==> src/rtl/sysctrl_pkg.sv <==
// rtl/sysctrl_pkg.sv - sysctrl command codes, status signature and host FSM states
package sysctrl_pkg;

    localparam logic [7:0] CMD_STATUS  = 8'h00;
    localparam logic [7:0] CMD_LEDS    = 8'h01;
    localparam logic [7:0] CMD_COLOR   = 8'h02;
    localparam logic [7:0] CMD_BUTTONS = 8'h03;
    localparam logic [7:0] CMD_CONFIG  = 8'h04;
    localparam logic [7:0] CMD_IRQ     = 8'h05;

    localparam logic [7:0] STATUS_SIG0 = 8'h5C;
    localparam logic [7:0] STATUS_SIG1 = 8'h42;

    typedef enum logic [2:0] {
        ST_IDLE,
        ST_SEND_CMD,
        ST_GAP,
        ST_SEND_BYTE,
        ST_CAPTURE,
        ST_DONE
    } host_state_e;

    // Payload counts above four are treated as four.
    function automatic logic [2:0] clamp_len(input logic [2:0] len);
        return (len > 3'd4) ? 3'd4 : len;
    endfunction

endpackage

==> src/rtl/sysctrl_host_pacer.sv <==
// rtl/sysctrl_host_pacer.sv - saturating gap counter, ticks on the last idle cycle of a gap
module sysctrl_host_pacer #(
    parameter int GAP_CYCLES = 3
) (
    input  logic clk,
    input  logic reset,
    input  logic run,
    output logic tick
);

    // A zero gap would allow back-to-back strobes, so it is raised to one.
    localparam logic [7:0] GAP_EFF = (GAP_CYCLES < 1)   ? 8'd1 :
                                     (GAP_CYCLES > 255) ? 8'd255 : 8'(GAP_CYCLES);

    logic [7:0] count;

    // Count cycles spent in the gap; restart from zero whenever the gap is left.
    always_ff @(posedge clk) begin
        if (reset || !run) begin
            count <= 8'd0;
        end else if (count != 8'hFF) begin
            count <= count + 8'd1;
        end
    end

    assign tick = run && (count == GAP_EFF - 8'd1);

endmodule

==> src/rtl/sysctrl_host.sv <==
// rtl/sysctrl_host.sv - sysctrl byte-protocol initiator; SYSCTRL_HOST_AUTO_IRQ_POLL_EN adds interrupt polling
module sysctrl_host
    import sysctrl_pkg::*;
#(
    parameter int GAP_CYCLES   = 3,
    parameter int POLL_HOLDOFF = 1024
) (
    input  logic        clk,
    input  logic        reset,
    input  logic        req_valid,
    output logic        req_ready,
    input  logic [7:0]  req_cmd,
    input  logic [2:0]  req_len,
    input  logic [31:0] req_data,
    output logic        rsp_valid,
    output logic [31:0] rsp_data,
    output logic        busy,
    output logic        data_in_strobe,
    output logic        data_in_start,
    output logic [7:0]  data_in,
    input  logic [7:0]  data_out,
    input  logic        int_out_n,
    output logic        irq_valid,
    output logic [7:0]  irq_status
);

    host_state_e state;
    logic [2:0]  len_q;
    logic [2:0]  idx_q;
    logic [31:0] data_q;
    logic        gap_tick;
    logic        is_poll;
    logic [4:0]  bit_idx;
    logic        last_byte;

    assign bit_idx   = {idx_q[1:0], 3'b000};
    assign last_byte = (idx_q + 3'd1) == len_q;

    sysctrl_host_pacer #(
        .GAP_CYCLES(GAP_CYCLES)
    ) u_pacer (
        .clk   (clk),
        .reset (reset),
        .run   (state == ST_GAP),
        .tick  (gap_tick)
    );

`ifdef SYSCTRL_HOST_AUTO_IRQ_POLL_EN
    logic [31:0] holdoff_q;
    logic        poll_due;

    assign poll_due = !int_out_n && (holdoff_q == 32'd0);

    // Holdoff between polls: starts expired, reloads when a poll frame finishes.
    always_ff @(posedge clk) begin
        if (reset) begin
            holdoff_q <= 32'd0;
        end else if (state == ST_DONE && is_poll) begin
            holdoff_q <= 32'(POLL_HOLDOFF);
        end else if (holdoff_q != 32'd0) begin
            holdoff_q <= holdoff_q - 32'd1;
        end
    end
`else
    logic unused_poll_inputs;
    assign unused_poll_inputs = int_out_n ^ POLL_HOLDOFF[0];
    assign is_poll    = 1'b0;
    assign irq_valid  = 1'b0;
    assign irq_status = 8'd0;
`endif

    // Frame sequencer: outputs are registered on entry to the state that shows them.
    always_ff @(posedge clk) begin
        if (reset) begin
            state          <= ST_IDLE;
            req_ready      <= 1'b1;
            rsp_valid      <= 1'b0;
            rsp_data       <= 32'd0;
            busy           <= 1'b0;
            data_in_strobe <= 1'b0;
            data_in_start  <= 1'b0;
            data_in        <= 8'd0;
            len_q          <= 3'd0;
            idx_q          <= 3'd0;
            data_q         <= 32'd0;
`ifdef SYSCTRL_HOST_AUTO_IRQ_POLL_EN
            is_poll        <= 1'b0;
            irq_valid      <= 1'b0;
            irq_status     <= 8'd0;
`endif
        end else begin
            rsp_valid      <= 1'b0;
            data_in_strobe <= 1'b0;
            data_in_start  <= 1'b0;
`ifdef SYSCTRL_HOST_AUTO_IRQ_POLL_EN
            irq_valid      <= 1'b0;
`endif
            case (state)
                ST_IDLE: begin
                    if (req_valid) begin
                        len_q          <= clamp_len(req_len);
                        data_q         <= req_data;
                        idx_q          <= 3'd0;
                        rsp_data       <= 32'd0;
                        req_ready      <= 1'b0;
                        busy           <= 1'b1;
                        data_in_strobe <= 1'b1;
                        data_in_start  <= 1'b1;
                        data_in        <= req_cmd;
                        state          <= ST_SEND_CMD;
`ifdef SYSCTRL_HOST_AUTO_IRQ_POLL_EN
                        is_poll        <= 1'b0;
                    end else if (poll_due) begin
                        len_q          <= 3'd1;
                        data_q         <= 32'd0;
                        idx_q          <= 3'd0;
                        req_ready      <= 1'b0;
                        busy           <= 1'b1;
                        data_in_strobe <= 1'b1;
                        data_in_start  <= 1'b1;
                        data_in        <= CMD_IRQ;
                        state          <= ST_SEND_CMD;
                        is_poll        <= 1'b1;
`endif
                    end
                end
                ST_SEND_CMD: begin
                    if (len_q == 3'd0) begin
                        rsp_valid <= !is_poll;
                        state     <= ST_DONE;
                    end else begin
                        state     <= ST_GAP;
                    end
                end
                ST_GAP: begin
                    if (gap_tick) begin
                        data_in_strobe <= 1'b1;
                        data_in        <= data_q[bit_idx +: 8];
                        state          <= ST_SEND_BYTE;
                    end
                end
                ST_SEND_BYTE: begin
                    state <= ST_CAPTURE;
                end
                ST_CAPTURE: begin
`ifdef SYSCTRL_HOST_AUTO_IRQ_POLL_EN
                    if (is_poll) begin
                        if (last_byte) begin
                            irq_valid  <= 1'b1;
                            irq_status <= data_out;
                        end
                    end else
`endif
                    rsp_data[bit_idx +: 8] <= data_out;
                    idx_q <= idx_q + 3'd1;
                    if (last_byte) begin
                        rsp_valid <= !is_poll;
                        state     <= ST_DONE;
                    end else begin
                        state     <= ST_GAP;
                    end
                end
                ST_DONE: begin
                    req_ready <= 1'b1;
                    busy      <= 1'b0;
                    state     <= ST_IDLE;
`ifdef SYSCTRL_HOST_AUTO_IRQ_POLL_EN
                    is_poll   <= 1'b0;
`endif
                end
                default: begin
                    state <= ST_IDLE;
                end
            endcase
        end
    end

endmodule

==> config.mk <==
export PLATFORM = sky130hd
export DESIGN_NAME = sysctrl_host
export DESIGN_NICKNAME = d
export VERILOG_FILES = /design/src/rtl/sysctrl_pkg.sv /design/src/rtl/sysctrl_host_pacer.sv /design/src/rtl/sysctrl_host.sv
export SDC_FILE = /design/constraint.sdc
export NUM_CORES = 1
export LEC_CHECK = 0
export BUFFER_PORTS_ARGS = -buffer_cell sky130_fd_sc_hd__buf_2
export CORE_MARGIN = 2
export CORE_UTILIZATION = 30
export DETAILED_ROUTE_END_ITERATION = 10
export RECOVER_POWER = 50
export SYNTH_ARGS = -nofsm -noshare
export SYNTH_HDL_FRONTEND = slang
export SYNTH_SLANG_ARGS = --single-unit
==> constraint.sdc <==
create_clock -name clk -period 3.6 [get_ports clk]
set_input_delay 0.9 -clock clk [delete_from_list [all_inputs] [get_ports clk]]
set_output_delay 0.9 -clock clk [all_outputs]
set_load 0.01 [all_outputs]
**After elaboration in Yosys (flattened, before gate mapping)**

Index checks and enable logic that the tools add are counted.

- $add $sub $neg: 3
- Order comparisons: 1
- Equality and inequality tests: 10
- Shift operators: 3
- Mux-type cells: 24
- Bitwise operators: 1
- Reduce and logical (&&, ||, !) cells: 14

Operators with widths:

| kind | count |
|---|---|
| 32-bit case mux with 2 select lines | 1 |
| 32-bit bitwise mux | 1 |
| 32-bit two-way mux | 1 |
| 8-bit by 7-bit variable shift with 32-bit output, first input constant | 1 |
| 32-bit by 6-bit indexed part select with 8-bit output | 1 |
| 8-bit by 7-bit indexed part select with 32-bit output | 1 |
| 3-bit two-way mux | 6 |
| 8-bit two-way mux | 2 |
| 8-bit case mux with 2 select lines | 1 |
| 3-bit case mux with 5 select lines | 1 |
| 8-bit by 1-bit adder with 8-bit output, second input constant | 1 |
| 8-bit by 2-bit equality test with 1-bit output, second input constant | 1 |
| 8-bit inequality test, second input constant | 1 |
| 1-bit case mux with 2 select lines | 4 |
| 2-bit AND reduction | 4 |
| 5-bit negator with 7-bit output | 1 |
| 3-bit by 2-bit equality test with 1-bit output, second input constant | 2 |
| 3-bit equality test, second input constant | 2 |
| 3-bit logical NOT | 2 |
| 1-bit two-way mux | 6 |
| 3-bit case mux with 2 select lines | 1 |
| 2-bit nonzero test | 3 |
| 2-bit inequality test, second input constant | 2 |
| 3-bit by 1-bit adder with 3-bit output, second input constant | 1 |
| 9 further kinds | 9 |

- Flip-flop bits (word level): 94
- Bits of input ports: 55
- Logic and storage cells: 68

**Logic depth before layout (Yosys ltp)**

Gate-level depths: netlist (run 1).

- Word-level depth: 4
- Mapped depth: 10

**Cells and area by module**

Synthesis (run 1) repeated with hierarchy kept, for this count alone.

- Cell total of the unflattened synthesis: 500
- Area total of the unflattened synthesis: 4393.0 µm²

By module, submodules not included:

| module | times used | cells each | area an instance (µm²) |
|---|---|---|---|
| sysctrl_host | 1 | 450 | 3945.0 |
| sysctrl_host_pacer | 1 | 50 | 447.9 |

**Worst setup path after synthesis (run 1)**

No wires, ideal clock.

- Path type: register -> register
- Start: reg idx_q[1]
- End: reg rsp_data[16]
- Arrival: 2.451 ns
- Data required time: 3.534 ns
- Setup slack: 1.083 ns
- Cell stages (with the launch flop): 10
- Path through: dfxtp_1 -> clkbuf_1 -> buf_2 -> inv_1 -> ha_1 -> buf_1 -> nand2_1 -> nor4_2 -> a22oi_1 -> nor2_1

- Word-level cells in the longest chain between the ends: 4

RTL lines:

| item | RTL line | RTL |
|---|---|---|
| from (decl) | sysctrl_host.sv:29 | `logic [2:0] idx_q;` |
| from (signal assigned) | sysctrl_host.sv:155 | `idx_q <= idx_q + 3'd1;` |
| 5-bit negator with 7-bit output (*) | sysctrl_host.sv:154 | `rsp_data[bit_idx +: 8] <= data_out;` |
| 8-bit by 7-bit indexed part select with 32-bit output / 8-bit by 7-bit variable shift with 32-bit output (equally long branches) | sysctrl_host.sv:154 |  |
| 32-bit bitwise mux (*) | sysctrl_host.sv:154 |  |
| 32-bit case mux with 2 select lines (*) | sysctrl_host.sv:98 | `case (state)` |
| to (signal, indexed assignment) | sysctrl_host.sv:154 |  |
| to (decl) | sysctrl_host.sv:16 | `output logic [31:0] rsp_data,` |

Every way passes the cells marked *; elsewhere a longest branch is shown, timed or not.
A chain may end at the register's enable or synchronous reset.

==> flow_summary.json, run 1 <==
{
  "status": "complete, no violations",
  "place_inst": 691,
  "syn_area_mm2": 0.00395,
  "n_antenna_cell": 0,
  "synthTopCellsByArea": "dfxtp_1 48%, nand2_1 7.4%, a21oi_1 5.5%",
  "cp.required_ps": 3830,
  "die_y_um": 119,
  "postCtsSetupRepairBufs": 0,
  "path_max_fanout": 56,
  "timing.fmax_ghz": 0.360,
  "met1_usage_pct": 18.6,
  "fin_total_pwr_mw": 2.84,
  "drc": 0,
  "globalRouteTotalUtil_pct": 13.9,
  "initial_utilization_pct": 31.0,
  "rrSetupSlack_ps": 1160,
  "ios": 109,
  "hold-path-endpoint": "data_q[0]$_SDFFE_PP0P_",
  "die_area_mm2": 0.0141,
  "fp.coreArea_mm2": 0.0127,
  "wire_per_inst_um": 13.9,
  "cts_tree": "done",
  "holdCritPathClass": "flop to flop",
  "cts_hold_buf": 0,
  "start_kind": "input pin",
  "power_density_mw_per_mm2": 594,
  "worstReg2RegStart": "state[1]$_SDFFE_PP0P_",
  "relSlewSlack_pct": 25.6,
  "fin_crit_ps": 2780,
  "drive_gt1_share_pct": 15.3,
  "synthCells": 447,
  "synth_top_area_share_pct": 47.7,
  "clkTransAtPathRegs_ps": 70,
  "viasPerCell": 5.00,
  "drtAntennaViolNets": 0,
  "hp-start": "data_q[0]$_SDFFE_PP0P_",
  "grt_use_met3_pct": 3.81,
  "antenna_found_initial": 0,
  "clock-sinks": 94,
  "synth_top_cell_by_area": "dfxtp_1",
  "grt.busiest_layer": "met2",
  "grt-ovfl-total": 0,
  "hold_depth": 2,
  "fin_crit_sh_pct": 77.1,
  "ys_seq_area_share_pct": 47.7,
  "fin_cells": 707,
  "ir_drop_mv": 0.255,
  "final_common_cell": "dfxtp_1",
  "cp-end-kind": "flop",
  "io_buffers": 98,
  "hold_violations": 0,
  "place.gp.congestion": 0.805,
  "dr.first_iter.drc_count": 265,
  "areaGrowthSynthToFinish_pct": 21.2,
  "skew_ps": 9.79,
  "use_met2_pct": 21.8,
  "worstPathArrival_ps": 3010,
  "dp_hpwl_um": 7010,
  "clk_latency_ps": 340,
  "r2r_end": "data_in[7]$_SDFFE_PP0P_",
  "crit_type": "input pin to flop",
  "grt_first_pass_wirelength_um": 15800,
  "synth.avg_cell_area_um2": 8.83,
  "numCtsBuffers": 9,
  "layout.nets": 593,
  "yosys_register_bits": 94,
  "synth_warnings": 0,
  "htreeDepth": 3,
  "grt_max_degree": 57,
  "worst_pin_slew_ps": 1120,
  "rsz0062_at_grt": "no",
  "yosysUniqueCellTypes": 48,
  "die_x_um": 119,
  "vias": 3535,
  "setup_viol": 0,
  "tns_ps": 0,
  "total_leakage_power_nw": 1.74,
  "first_global_vias": 3236,
  "cap_violations": 0,
  "r2r_cells": 4,
  "dr.pass1.iters": 5,
  "cts.path.max_buffers": 2,
  "wirelength_um": 9800,
  "clockRootBuffer": "clkbuf_16",
  "mostFrequentLayoutCells": "94 x dfxtp_1, 78 x nand2_1, 52 x buf_2",
  "cts-resized-gates": 0,
  "report.final.slew_viol_count": 0,
  "rows": 41
}
## kinds of logic after synthesis
| kind of cell | after synthesis | share of synthesized area (%) |
|---|---|---|
| xor gates and xnor gates | 5 | 1.46 |
| AOI/OAI and AO/OA | 119 | 19.7 |
| adders and majority gates | 8 | 2.54 |
| other | 1 | 0.0950 |
| and+or+nand+nor | 161 | 19.3 |
| muxes | 16 | 4.06 |
| buffers and inverters | 43 | 5.17 |
| DFF | 94 | 47.7 |
## state kept, by name (all words and copies together) (netlist names)
| register | flops |
|---|---|
| len_q | 3 |
| data_in_strobe | 1 |
| rsp_data | 32 |
| req_ready | 1 |
| state | 3 |
| data_in | 8 |
| idx_q | 3 |
| u_pacer.count | 8 |
| busy | 1 |
| data_q | 32 |
| data_in_start | 1 |
| rsp_valid | 1 |
## how the worst max path moves through the flow
stage                               start                        end  depth (start not counted)
floorplan           idx_q[1]$_SDFFE_PP0P_  rsp_data[16]$_SDFFE_PP0P_                          9
global placement                req_valid    data_in[4]$_SDFFE_PP0P_                          5
detailed placement              req_valid    data_in[7]$_SDFFE_PP0P_                          5
CTS                 state[1]$_SDFFE_PP0P_    data_in[7]$_SDFFE_PP0P_                          4
global route                        reset  rsp_data[27]$_SDFFE_PP0P_                          5
finish                              reset  rsp_data[31]$_SDFFE_PP0P_                          5
## cells in the mapped netlist (all sizes together)
cell type	count
xnor2	2
clkbuf	21
or3b	2
a22o	16
or4	1
buf	18
nor4b	2
and3	3
or4b	3
o21ba	1
inv	4
o31ai	3
or3	2
o21ai	7
dfxtp	94
nor3b	2
a2bb2oi	1
a22oi	17
o31a	1
nor2	40
xor2	2
nand3	3
a21oi	43
mux2i	16
o22ai	8
nor2b	1
xnor3	1
or2	1
nor3	10
o311ai	1
ha	8
and4	1
nand2	78
a31oi	6
nor4	6
conb	1
and2	1
a211oi	13
or4bb	1
o21bai	1
nand3b	4
a221oi	1
## layout make-up
type	count	area (um2)
inverters	4	15.0
clock inverters	7	82.6
clock buffers	9	225
multi-input cells	318	1900
flip-flops and latches	94	1880
well taps	172	215
repair buffers	103	468
fillers	1361	7940
## metal layers
layer	vias to the layer above	routed length, um	part of all wire [%]
met3	5	599	6.1
met1	1661	4720	48
met4	0	77	0.79
li1	1750	-	-
met2	119	4410	45
met5	-	0	0
## per-stage QoR
stage               hold WS, ps  util [%]  cell area, um2  setup WS [ps]
floorplan                   436         -            3980           1080
global placement            442      35.7            4540            984
detailed placement          446      35.7            4540            941
CTS                         455      38.1            4850           1180
global route                470      37.6            4790            629
finish                      456      37.6            4790            823
## worst max-delay path, stage by stage
cell and delay, ps:
clkbuf_1 610, clkbuf_2 970, a211oi_1 110, buf_4 230, a22o_1 180
## power by group
group          internal, mW  total (mW)  switching [mW]
sequential             1.16        1.27           0.107
combinational         0.222       0.605           0.383
clock                 0.549       0.966           0.417
total                  1.93        2.84           0.907
(Power assumes the default switching activity.)
==> run 2: changes to the inputs <==
Clock period 3.6 ns to 2.9 ns, I/O delays scaled along.
==> flow_summary.json, run 2 (synthesized netlist as in run 1, its figures left out) <==
{
  "status": "complete, no violations",
  "htreeDepth": 3,
  "setup_viol": 0,
  "top_regs": "data_q: 32 flops, rsp_data: 32 flops",
  "path_buf_inv": 2,
  "cp.required_ps": 3130,
  "dp_hpwl_um": 6910,
  "clockRootBuffer": "clkbuf_16",
  "worstReg2RegStart": "idx_q[0]$_SDFFE_PP0P_",
  "first_global_vias": 3185,
  "tns_ps": 0,
  "ir_drop_mv": 0.409,
  "cp-end-kind": "flop",
  "crit_type": "input pin to flop",
  "cts_hold_buf": 0,
  "die_area_mm2": 0.0141,
  "antenna_found_initial": 0,
  "fin_crit_sh_pct": 85.2,
  "rsz0062_at_grt": "no",
  "cp_cell_sequence": "clkbuf_1, clkbuf_2, or2_1, nor3_1",
  "die_x_um": 119,
  "wire_per_inst_um": 13.8,
  "globalRouteTotalUtil_pct": 13.8,
  "grt_max_degree": 56,
  "io_buffers": 98,
  "postCtsSetupRepairBufs": 0,
  "multi_input_area_mm2": 0.00190,
  "critical-path-top-delay-family": "buffers and inverters",
  "die_y_um": 119,
  "start_kind": "input pin",
  "mostFrequentLayoutCells": "94 x dfxtp_1, 78 x nand2_1, 52 x buf_2",
  "holdCritPathClass": "flop to flop",
  "place.gp.congestion": 0.797,
  "worst_pin_slew_ps": 1090,
  "areaGrowthSynthToFinish_pct": 20.1,
  "clock-sinks": 94,
  "report.final.slew_viol_count": 0,
  "clk_latency_ps": 340,
  "viasPerCell": 4.98,
  "worstPathArrival_ps": 2700,
  "cts-resized-gates": 0,
  "final_common_cell": "dfxtp_1",
  "vias": 3515,
  "hold_violations": 0,
  "wirelength_um": 9750,
  "fin_util_pct": 37.3,
  "fin_crit_ps": 2470,
  "drive_gt1_share_pct": 15.2,
  "total_leakage_power_nw": 1.73,
  "max_stage_delay_ps": 940,
  "drc": 0,
  "wl_met1_um": 4680,
  "rows": 41,
  "path_max_fanout": 55,
  "dr.first_iter.drc_count": 221,
  "skew_ps": 7.92,
  "relSlewSlack_pct": 27.5,
  "hp-start": "data_q[13]$_SDFFE_PP0P_",
  "numCtsBuffers": 9,
  "timing.fmax_ghz": 0.405,
  "critPathSlowestCell": "clkbuf_2",
  "cts_tree": "done",
  "n_antenna_cell": 0,
  "clkTransAtPathRegs_ps": 70,
  "cts.path.max_buffers": 2,
  "fp.coreArea_mm2": 0.0127,
  "power_density_mw_per_mm2": 715,
  "seqCellArea_mm2": 0.00188,
  "worst_slack_ps": 429,
  "dp_worst_setup_slack_ps": 632,
  "layout.nets": 593,
  "wl_met2_um": 4300,
  "highest_layer": "met4",
  "crit_start": "reset",
  "cap_violations": 0,
  "ios": 109,
  "initial_utilization_pct": 31.0,
  "grt_first_pass_wirelength_um": 15800,
  "fillers": 1335,
  "wl_met3_um": 651,
  "grt-ovfl-total": 0,
  "drtAntennaViolNets": 0,
  "dr.pass1.iters": 7
}
[run 2: area by class of cell]
cell class | instances | area share, %
Clock buffer | 9 | 4.75
Inverter | 4 | 0.317
Clock inverter | 6 | 0.792
Multi-Input combinational cell | 318 | 40.0
Sequential cell | 94 | 39.7
Timing Repair Buffer | 103 | 9.87
Tap cell | 172 | 4.54
[run 2: worst reg2reg max path, stage by stage (launching register included)]
cell and delay (ps):
dfxtp_1 570, inv_1 160, ha_1 480, nand2_1 100, nor4_2 560, a22oi_1 220
nor2_1 120
[run 2: per-stage QoR]
stage,hold WS (ps),cells,cell area [um2],power (mW)
6_report,455,706,4740,3.39
5_1_grt,474,706,4740,3.61
4_1_cts,456,706,4800,3.45
3_5_place_dp,447,691,4540,2.38
3_3_place_gp,442,691,4540,2.36
2_1_floorplan,436,455,3980,2.14
[run 2: worst paths after layout]
path	end	slack [ps]	cells past startpoint
setup / recovery	u_pacer.count[7]$_SDFFE_PP0P_	430	4
hold / removal	data_q[13]$_SDFFE_PP0P_	460	2
setup reg to reg	rsp_data[16]$_SDFFE_PP0P_	620	6
hold reg to reg	data_q[13]$_SDFFE_PP0P_	460	2
[run 2: report_power, final]
part	switching [mW]	leakage (nW)	total, mW	internal (mW)
logic	0.475	0.828	0.753	0.278
clock network	0.487	0.136	1.06	0.576
registers	0.131	0.765	1.58	1.44
[run 2: per-layer routing]
metal / vias to the layer above / track usage (%)
met3: 11 / 3.81
met2: 141 / 21.5
met5: - / 0
met4: 0 / 4.24
li1: 1736 / -
met1: 1627 / 18.6
==> run 3: changes to the inputs <==
Clock period 2.9 ns to 3 ns, I/O delays scaled along.
==> flow_summary.json, run 3 (synthesized netlist as in run 1, its figures left out) <==
{
  "status": "complete, no violations",
  "power_density_mw_per_mm2": 710,
  "initial_utilization_pct": 31.0,
  "drc": 0,
  "worst_pin_slew_ps": 1090,
  "cts_hold_buf": 0,
  "ios": 109,
  "htreeDepth": 3,
  "power_frac_seq_pct": 44.8,
  "report.final.slew_viol_count": 0,
  "mostFrequentLayoutCells": "94 x dfxtp_1, 78 x nand2_1, 53 x buf_2",
  "fin_crit_ps": 2370,
  "antenna_found_initial": 0,
  "worst_slack_ps": 631,
  "p_sw_mw": 1.07,
  "globalRouteTotalUtil_pct": 13.8,
  "vias": 3478,
  "cp-end-kind": "flop",
  "grt-ovfl-total": 0,
  "die_area_mm2": 0.0141,
  "drive_gt1_share_pct": 15.5,
  "setup_viol": 0,
  "skew_ps": 11.1,
  "place.gp.congestion": 0.786,
  "timing.fmax_ghz": 0.422,
  "holdCritPathClass": "flop to flop",
  "grt_first_pass_wirelength_um": 15800,
  "top_regs": "data_q: 32 flops, rsp_data: 32 flops",
  "cts.path.max_buffers": 2,
  "clockRootBuffer": "clkbuf_16",
  "drtAntennaViolNets": 0,
  "combinationalPowerShare_pct": 21.4,
  "cp.required_ps": 3210,
  "wl_met2_um": 4310,
  "crit_type": "flop to flop",
  "dp_hpwl_um": 7030,
  "wl_met1_um": 4560,
  "wirelength_um": 9800,
  "viasPerCell": 4.91,
  "grt_max_degree": 40,
  "areaGrowthSynthToFinish_pct": 21.3,
  "hold_violations": 0,
  "first_global_vias": 3194,
  "dp_worst_setup_slack_ps": 705,
  "total_leakage_power_nw": 1.74,
  "clkPwrFrac_pct": 33.8,
  "fin_crit_sh_pct": 79.0,
  "dr.pass1.iters": 4,
  "layout.nets": 594,
  "cap_violations": 0,
  "postCtsSetupRepairBufs": 0,
  "io_buffers": 98,
  "worstPathArrival_ps": 2580,
  "dr.first_iter.drc_count": 169,
  "clock-sinks": 94,
  "wl_met3_um": 779,
  "n_antenna_cell": 0,
  "p_int_mw": 2.33,
  "fin_util_pct": 37.6,
  "tns_ps": 0,
  "ir_drop_mv": 0.367,
  "relSlewSlack_pct": 27.0,
  "die_y_um": 119,
  "die_x_um": 119,
  "clkTransAtPathRegs_ps": 70,
  "cts_tree": "done",
  "path_max_fanout": 17,
  "switching_share_pct": 31.4,
  "fillers": 1359,
  "final_common_cell": "dfxtp_1",
  "seqCellArea_mm2": 0.00188,
  "post-route-cell-area_mm2": 0.00479,
  "wire_per_inst_um": 13.8,
  "start_kind": "flop",
  "numCtsBuffers": 9,
  "multi_input_area_mm2": 0.00189,
  "cts-resized-gates": 0,
  "fp.coreArea_mm2": 0.0127,
  "highest_layer": "met4",
  "placed_area_mm2": 0.00455,
  "rsz0062_at_grt": "no",
  "clk_latency_ps": 340,
  "rows": 41
}
run 3: layout make-up:
class | count | share of cell area (%)
clock buffer | 10 | 4.99
clock inverter | 6 | 1.41
inverter | 4 | 0.314
multi-input combinational | 318 | 39.5
sequential | 94 | 39.3
tap | 172 | 4.49
timing repair buffer | 104 | 9.96
run 3: path summary, 6_finish.rpt:
path	start	endpoint	slack [ps]	cells past startpoint
max	state[2]$_SDFFE_PP0P_	rsp_data[3]$_SDFFE_PP0P_	630	4
min	data_q[3]$_SDFFE_PP0P_	data_q[3]$_SDFFE_PP0P_	460	2
max reg2reg	state[2]$_SDFFE_PP0P_	rsp_data[3]$_SDFFE_PP0P_	630	4
min reg2reg	data_q[3]$_SDFFE_PP0P_	data_q[3]$_SDFFE_PP0P_	460	2
run 3: power by group through the flow:
stage,combinational (mW),sequential (mW),clock (mW)
global route,0.824,1.55,1.24
detailed placement,0.753,1.55,0
floorplan,0.553,1.51,0
CTS,0.755,1.52,1.18
finish,0.728,1.52,1.15
global placement,0.738,1.54,0
run 3: worst max-delay path, cell delays in order (launching register included):
cell	delay (ps)
dfxtp_1	620
nor3b_1	840
a21oi_1	440
a22oi_1	270
nor2_1	70
run 3: layer usage:
layer / global-route usage (%) / vias to the layer above
li1: - / 1741
met4: 4.24 / 0
met2: 21.8 / 126
met1: 18.0 / 1599
met3: 4.10 / 12
met5: 0 / -
run 3: through the flow:
stage               power, mW  hold slack, ps  instances
finish                   3.40             456        708
global route             3.61             471        708
CTS                      3.46             457        708
detailed placement       2.30             447        692
global placement         2.28             442        692
floorplan                2.07             436        455
